**config.mk**
```make
export PLATFORM = sky130hd
export DESIGN_NAME = mem_arbiter
export DESIGN_NICKNAME = d
export VERILOG_FILES = /design/src/rtl/mem_arbiter_pkg.sv /design/src/rtl/mem_arbiter_rr_arb2.sv /design/src/rtl/mem_arbiter.sv
export SDC_FILE = /design/constraint.sdc
export NUM_CORES = 1
export LEC_CHECK = 0
export CORE_AREA = 2 2 108 110
export CTS_BUF_LIST = sky130_fd_sc_hd__clkbuf_16
export CTS_CLUSTER_DIAMETER = 120
export DETAILED_ROUTE_END_ITERATION = 12
export DIE_AREA = 0 0 110 112
export PLACE_DENSITY = 0.95
export SYNTH_ARGS = -nofsm -noshare
export SYNTH_HDL_FRONTEND = slang
export SYNTH_HIERARCHICAL = 1
export SYNTH_SLANG_ARGS = --single-unit
```
**constraint.sdc**
```tcl
create_clock -name clk -period 2.9 [get_ports clk]
set_clock_uncertainty 0.2 [all_clocks]
set_input_delay 0.435 -clock clk [delete_from_list [all_inputs] [get_ports clk]]
set_output_delay 0.435 -clock clk [all_outputs]
set_load 0.03 [all_outputs]
```
**src/rtl/mem_arbiter_pkg.sv**
```systemverilog
`default_nettype none
// ============================================================================
// Module   : mem_arb_pkg
// Purpose  : Shared constants for the two-port memory arbiter: FSM state
//            encoding, requester port indices, default bus widths and a
//            small one-hot helper.
// Ports    : (package - none)
// Revision : 1.0 - initial release
// ============================================================================
package mem_arb_pkg;

   // Default bus widths (byte address, data word)
   localparam int ADDR_W_DEFAULT = 32;
   localparam int DATA_W_DEFAULT = 32;

   // Requester indices. A port index is one bit wide so it can be used
   // directly as the arbiter grant value.
   localparam logic PORT_IF = 1'b0;   // instruction fetch
   localparam logic PORT_LS = 1'b1;   // load/store

   // Sequencer states
   localparam logic [0:0] ST_IDLE   = 1'b0;
   localparam logic [0:0] ST_ACCESS = 1'b1;

   // Convert a port index into its bit in a 2-bit per-port vector
   function automatic logic [1:0] port_onehot(input logic idx);
      return idx ? 2'b10 : 2'b01;
   endfunction

endpackage : mem_arb_pkg
`default_nettype wire

```
**src/rtl/mem_arbiter_rr_arb2.sv**
```systemverilog
`default_nettype none
// ============================================================================
// Module   : rr_arb2
// Purpose  : Purely combinational two-way round-robin picker. When both
//            requests are active the port that did not win last time is
//            chosen; with a single request that port is chosen.
// Ports    : req[1:0]     in   per-port request
//            last_grant   in   index of the previously granted port
//            grant        out  selected port index (meaningful if any_req)
//            any_req      out  at least one request is active
// Revision : 1.0 - initial release
// ============================================================================
module rr_arb2
   import mem_arb_pkg::*;
(
   input  logic [1:0] req,
   input  logic       last_grant,
   output logic       grant,
   output logic       any_req
);

   always_comb begin
      any_req = |req;
      unique case (req)
         2'b11:   grant = ~last_grant;   // tie: alternate
         2'b10:   grant = PORT_LS;
         2'b01:   grant = PORT_IF;
         default: grant = last_grant;    // no request: value unused
      endcase
   end

endmodule : rr_arb2
`default_nettype wire

```
**src/rtl/mem_arbiter.sv**
```systemverilog
`default_nettype none
// ============================================================================
// Module   : mem_arbiter
// Purpose  : Round-robin arbiter and sequencer sharing one single-port
//            1024-word memory between an instruction-fetch port (0) and a
//            load/store port (1). A request is accepted in IDLE, the memory
//            is driven for exactly one ACCESS cycle, and a one-cycle
//            response pulse follows with the registered read data.
// Ports    : clk                     in   clock, rising edge
//            rst                     in   synchronous active-high reset
//            req_valid[1:0]          in   per-port request valid
//            req_ready[1:0]          out  per-port accept
//            req_we[1:0]             in   per-port write enable
//            req_addr0/1             in   byte addresses
//            req_wdata0/1            in   write data
//            resp_valid[1:0]         out  one-cycle completion pulse
//            resp_rdata              out  read data (0 after a write)
//            MemRead/MemWrite        out  memory strobes (ACCESS only)
//            address/write_data      out  memory address / write data
//            read_data               in   combinational memory read data
// Revision : 1.0 - initial release
// ============================================================================
module mem_arbiter
   import mem_arb_pkg::*;
#(
   parameter int ADDR_W = ADDR_W_DEFAULT,
   parameter int DATA_W = DATA_W_DEFAULT
)
(
   input  logic              clk,
   input  logic              rst,
   input  logic [1:0]        req_valid,
   output logic [1:0]        req_ready,
   input  logic [1:0]        req_we,
   input  logic [ADDR_W-1:0] req_addr0,
   input  logic [ADDR_W-1:0] req_addr1,
   input  logic [DATA_W-1:0] req_wdata0,
   input  logic [DATA_W-1:0] req_wdata1,
   output logic [1:0]        resp_valid,
   output logic [DATA_W-1:0] resp_rdata,
   output logic              MemRead,
   output logic              MemWrite,
   output logic [ADDR_W-1:0] address,
   output logic [DATA_W-1:0] write_data,
   input  logic [DATA_W-1:0] read_data
);

   // ------------------------------------------------------------------------
   // State and latched request
   // ------------------------------------------------------------------------
   logic [0:0]        state;
   logic              lat_we;
   logic [ADDR_W-1:0] lat_addr;
   logic [DATA_W-1:0] lat_wdata;
   logic              lat_grant;
   logic              last_grant;

   // Arbiter result and derived control
   logic              grant;
   logic              any_req;
   logic              in_idle;
   logic              in_access;
   logic              handshake;

   // Selected requester payload
   logic              sel_we;
   logic [ADDR_W-1:0] sel_addr;
   logic [DATA_W-1:0] sel_wdata;

   rr_arb2 u_rr_arb2 (
      .req        (req_valid),
      .last_grant (last_grant),
      .grant      (grant),
      .any_req    (any_req)
   );

   assign in_idle   = (state == ST_IDLE);
   assign in_access = (state == ST_ACCESS);

   // The picker only ever grants a port whose valid is set, so driving the
   // granted bit whenever any request is present is the same as
   // ready[grant] = valid[grant]. Reset blocks any handshake.
   always_comb begin
      req_ready = 2'b00;
      if (in_idle && !rst && any_req) begin
         req_ready = port_onehot(grant);
      end
   end

   assign handshake = |(req_valid & req_ready);

   always_comb begin
      sel_we    = req_we[grant];
      sel_addr  = (grant == PORT_LS) ? req_addr1  : req_addr0;
      sel_wdata = (grant == PORT_LS) ? req_wdata1 : req_wdata0;
   end

   // ------------------------------------------------------------------------
   // Memory side. The strobes are gated by rst combinationally so that a
   // reset landing in the ACCESS cycle cannot commit a write on that edge.
   // Address and write data always reflect the latched registers.
   // ------------------------------------------------------------------------
   assign MemRead    = in_access & ~lat_we & ~rst;
   assign MemWrite   = in_access &  lat_we & ~rst;
   assign address    = lat_addr;
   assign write_data = lat_wdata;

   // ------------------------------------------------------------------------
   // Sequencer
   // ------------------------------------------------------------------------
   always_ff @(posedge clk) begin
      if (rst) begin
         state      <= ST_IDLE;
         lat_we     <= 1'b0;
         lat_addr   <= '0;
         lat_wdata  <= '0;
         lat_grant  <= PORT_IF;
         last_grant <= PORT_LS;   // makes port 0 win the first tie
         resp_valid <= 2'b00;
         resp_rdata <= '0;
      end else begin
         // Response is a single-cycle pulse; resp_rdata holds its value.
         resp_valid <= 2'b00;
         case (state)
            ST_IDLE: begin
               if (handshake) begin
                  lat_we     <= sel_we;
                  lat_addr   <= sel_addr;
                  lat_wdata  <= sel_wdata;
                  lat_grant  <= grant;
                  last_grant <= grant;
                  state      <= ST_ACCESS;
               end
            end
            ST_ACCESS: begin
               resp_rdata <= lat_we ? '0 : read_data;
               resp_valid <= port_onehot(lat_grant);
               state      <= ST_IDLE;
            end
            default: begin
               state <= ST_IDLE;
            end
         endcase
      end
   end

endmodule : mem_arbiter
`default_nettype wire

```
**After elaboration in Yosys (flattened, before gate mapping)**

Index checks and enable logic that the tools add are counted.

- Bits in registers: 102
- Input port bits: 166
- Output and inout port bits: 102
- Word-level logic and storage cells: 39

- Magnitude comparators: 1
- Equal/unequal tests: 3
- Mux-type cells: 11
- Bitwise gates (word level): 9
- Reductions and logical operators: 7

Operators by type and width:

| cell | count |
|---|---|
| $mux W32 | 3 |
| $mux W2 | 3 |
| $reduce_or A2 Y1 | 3 |
| $and A1 B1 Y1 | 4 |
| $eq A2 B2 Y1 const B | 2 |
| $not A1 Y1 | 4 |
| $mux W1 | 3 |
| $pmux W1 S3 | 1 |
| $and A2 B2 Y2 | 1 |
| $eq A2 B1 Y1 const B | 1 |
| $logic_and A1 B1 Y1 | 2 |
| $lt A1 B2 Y1 const B | 1 |
| $pmux W1 S2 | 1 |
| $reduce_and A2 Y1 | 1 |
| $logic_not A1 Y1 | 1 |

**Depth between registers and ports, before layout**

Gate-level depths: netlist of the first run.

- Depth after elaboration: 8
- Depth in mapped cells: 8
- Gate-level depth less buffers: 5

**Hierarchy**

Netlist of the first run, hierarchy kept.

By module, submodules not included:

| module | instances | cells an instance | area an instance (um^2) | seq. area each (um^2) |
|---|---|---|---|---|
| mem_arbiter | 1 | 395 | 4,354.2 | 2,042.0 |
| rr_arb2 | 1 | 3 | 20.0 | 0.0 |

**Worst setup path after synthesis of the first run**

Ideal clock, no wire load.

- Path kind: in2out
- Start: in req_valid[1]
- End: out req_ready[1]
- Arrival: 1.472 ns
- Required time: 2.265 ns
- Path slack: 0.793 ns
- Stages: 6
- Cells stage by stage: inv_1 mux2i_1 buf_2 buf_4 buf_2 and2_1

- Word-level cells in the longest chain between the ends: 4

RTL lines:

| what | RTL line | source |
|---|---|---|
| start: declaration | mem_arbiter.sv:32 | `input logic [1:0] req_valid,` |
| $eq A2 B1 Y1 or $eq A2 B2 Y1 (tied branches) | mem_arbiter_rr_arb2.sv:24 | `unique case (req)` |
| $pmux W1 S3 * | mem_arbiter_rr_arb2.sv:24 |  |
| via grant | mem_arbiter.sv:59 | `logic grant;` |
| $mux W2 * | mem_arbiter_pkg.sv:27 | `return idx ? 2'b10 : 2'b01;` |
| $mux W2 * | mem_arbiter.sv:85 | `if (in_idle && !rst && any_req) begin` |
| end: declaration | mem_arbiter.sv:33 | `output logic [1:0] req_ready,` |

The timed path passes the listed nets; every way through them passes the cells marked *.

**Final worst setup path of the first run**

- Start: in req_valid[0]
- End: out req_ready[0]

RTL lines:

| what | RTL line | source |
|---|---|---|
| $reduce_or A2 Y1 | mem_arbiter_rr_arb2.sv:23 | `any_req = \|req;` |
| via any_req | mem_arbiter.sv:60 | `logic any_req;` |
| $logic_and A1 B1 Y1 | mem_arbiter.sv:85 |  |
| $mux W2 | mem_arbiter.sv:85 |  |

The timed path passes the listed nets, and every way through them passes these cells.

==> metrics.yaml, run 1 <==
clocking:
  ctsHoldBuffers: 0
  cts_post_setup_buffers_inserted: 0
  cts_tree: "done"
  cts_made_buffers: 9
  path_clk_slew_ns: 0.07
  clk-insertion-delay-late_ns: 0.33
  cts_resized: 0
  cts-root-buf: "clkbuf_16"
  htree_num_levels: 3
  cts_sinks: 102
  cts_buffer_depth: 2
sta:
  finalSetupViolCount: 0
  min_period_ns: 2.56
  max_freq_ghz: 0.390
  worst_slack_ns: 0.336
  holdWs_ns: 0.268
  maxSlewHeadroom_pct: 48.6
  finalCritPeriodShare_pct: 88.4
  rsz0062_at_grt: "false"
  slew_violations: 0
  timing_worst_slew_pin_value_ns: 0.772
  fin_setup_tns_ns: 0
  hold_viol: 0
layout:
  post-route-util_pct: 66.6
  nNetsFinal: 811
  design_area_um2: 7440
  final_cells: 793
  antenna_cells: 0
  fillers: 851
  syn2layout_area_growth_pct: 70.0
  drive_gt1_share_pct: 11.8
detailed_routing:
  wl_per_cell_um: 17.6
  routed_wl_mm: 14.0
  drt_iter0_drc: 165
  ant_nets: 0
  vias_per_cell: 5.25
  via_count: 4163
  drt_first_pass_iters: 4
  route.detailed.drc: 0
global_routing:
  grt_max_degree: 52
  grt_pass1_vias: 4209
  track_usage_pct: 21.8
  antenna_found_initial: 0
  grt_remaining_overflow: 0
  grt_first_pass_wirelength_mm: 21.0
floorplanning:
  ios: 268
  die_h_um: 112
  fp-row-count: 39
  start_util_pct: 39.1
  core_um2: 11200
  die_area_um2: 12300
  die_w_um: 110
place:
  gp_congestion: 0.792
  dp_slack_ns: 0.320
  placed_cells: 777
  port_buffers: 267
  hpwl_mm: 10.5
  placed_cell_area_um2: 7150
worst_setup_path:
  crit_type: "in -> out"
  critPathRequiredTime_ns: 2.27
  worstReg2RegStart: "last_grant"
  crit_fanout: 4
  arrival_ns: 1.93
  start_kind: "input pin"
  worst_r2r_path_depth: 5
  cp_slowest_cell: "clkdlybuf4s50_1"
  worstPathCellList: "clkdlybuf4s50_1, or2_1, or3b_2, nor2_1, buf_4"
  crit_family: "simple AND/OR/NAND/NOR gates"
  end_kind: "output port"
  worst_r2r_endpoint: "write_data[26]"
  path_buf_inv: 2
  max_stage_delay_ns: 0.56
  r2r_slack_ns: 0.85
hold_path:
  min_path_cells: 2
  hold_end: "resp_valid[1]"
  hold_start: "lat_grant"
  min_path_type: "reg -> reg"
status:
  status: "complete, no violations"
synth:
  synthDistinctLibCells: 22
  synth-seq-area-share_pct: 46.7
  synthesis.area_um2: 4370
  ys_top_cells_by_area: "dfxtp_1 47%, mux2i_1 15%, a211oi_2 11%"
  yosysWarnings: 6
  yosysTopAreaCellShare_pct: 46.7
  synth.largest_area_cell: "dfxtp_1"
  syn_inst: 398
  ys_seq_elements: 102
  postSynthAreaPerCell_um2: 11.0
  syn_nets: 564
power_and_ir_drop:
  p_leak_nw: 2.78
  p_per_area_nw_per_um2: 519
  ir_drop_v: 0.000362
  power_mw: 3.86
job:
  maxCapViolCount: 0
tightest hold or removal path, cell delays in order (launching register included):
cell,delay (ns)
dfxtp_1,0.33
inv_1,0.06
nor2_1,0.04
registers in the layout, summed over array words and instances, names as in the netlist:
name,flops
in_access,1
write_data,32
lat_grant,1
resp_valid,2
lat_we,1
resp_rdata,32
last_grant,1
address,32
cell families after synthesis:
group | synth area share [%]
AO/OA/AOI/OAI | 30.1
flip-flops | 46.7
multiplexers | 15.4
buffers and inverters | 5.66
AND/OR/NAND/NOR | 2.06
cell usage in the layout (no fill, tap or decap), types with 2 or more instances in the layout:
cell / n
a211oi_1: 25
a211oi_2: 40
a21oi_1: 67
a22o_1: 32
buf_12: 4
buf_4: 12
clkbuf_16: 9
clkdlybuf4s50_1: 263
clkinv_2: 2
dfxtp_1: 102
inv_1: 5
mux2i_1: 65
nor2_1: 5
nor2_2: 2
o21ai_0: 3
report_power, final:
group / leakage [nW] / internal, mW / total [mW] / switching [mW]
Sequential: 0.835 / 1.50 / 1.57 / 0.0601
Clock: 0.148 / 0.665 / 1.17 / 0.506
Combinational: 1.80 / 0.555 / 1.12 / 0.567
synth_stat cells, drive strengths merged:
master	n
a211oi	65
or3b	1
or2	1
nor3b	1
o21ai	3
and2	2
dfxtp	102
nor3	1
clkbuf	15
a22o	32
nor2	7
mux2	1
nand2b	1
mux2i	66
a21oi	67
inv	4
buf	28
nor4bb	1
worst max path at each step:
| stage | endpoint | slack, ns | from | depth (start not counted) |
|---|---|---|---|---|
| floorplan | req_ready[1] | 0.79 | req_valid[1] | 6 |
| global route | req_ready[0] | 0.23 | req_valid[0] | 5 |
| CTS | req_ready[0] | 0.34 | req_valid[0] | 5 |
| detailed placement | write_data[8] | 0.32 | req_valid[0] | 6 |
| global placement | req_ready[0] | 0.35 | req_valid[0] | 5 |
| finish | req_ready[0] | 0.34 | req_valid[0] | 5 |
metal layers:
layer	up-vias	track usage, %	wire (µm)
met3	25	5.97	1140
li1	1993	-	-
met5	-	0	0
met2	175	39.8	7400
met1	1970	23.9	5150
met4	0	7.00	293
cell type report:
type                       instances  area [µm²]  share of cell area, %
clock buffer                       9         225                   3.03
clock inverter                     7        65.1                  0.875
inverter                           4        15.0                  0.202
multi-input combinational        249        2110                   28.3
sequential                       102        2040                   27.5
tap                              143         179                   2.41
timing repair buffer             279        2800                   37.7
(Power assumes the default switching activity.)
==> inputs of run 2 (changes only) <==
--- a/config.mk
+++ b/config.mk
@@ -5,6 +5,7 @@
 export SDC_FILE = /design/constraint.sdc
 export NUM_CORES = 1
 export LEC_CHECK = 0
+export ABC_CLOCK_PERIOD_IN_PS = 2900
 export CORE_AREA = 2 2 108 110
 export CTS_BUF_LIST = sky130_fd_sc_hd__clkbuf_16
 export CTS_CLUSTER_DIAMETER = 120
==> results of run 2 <==
Final layout, timing and power as in run 1 (identical DEF).
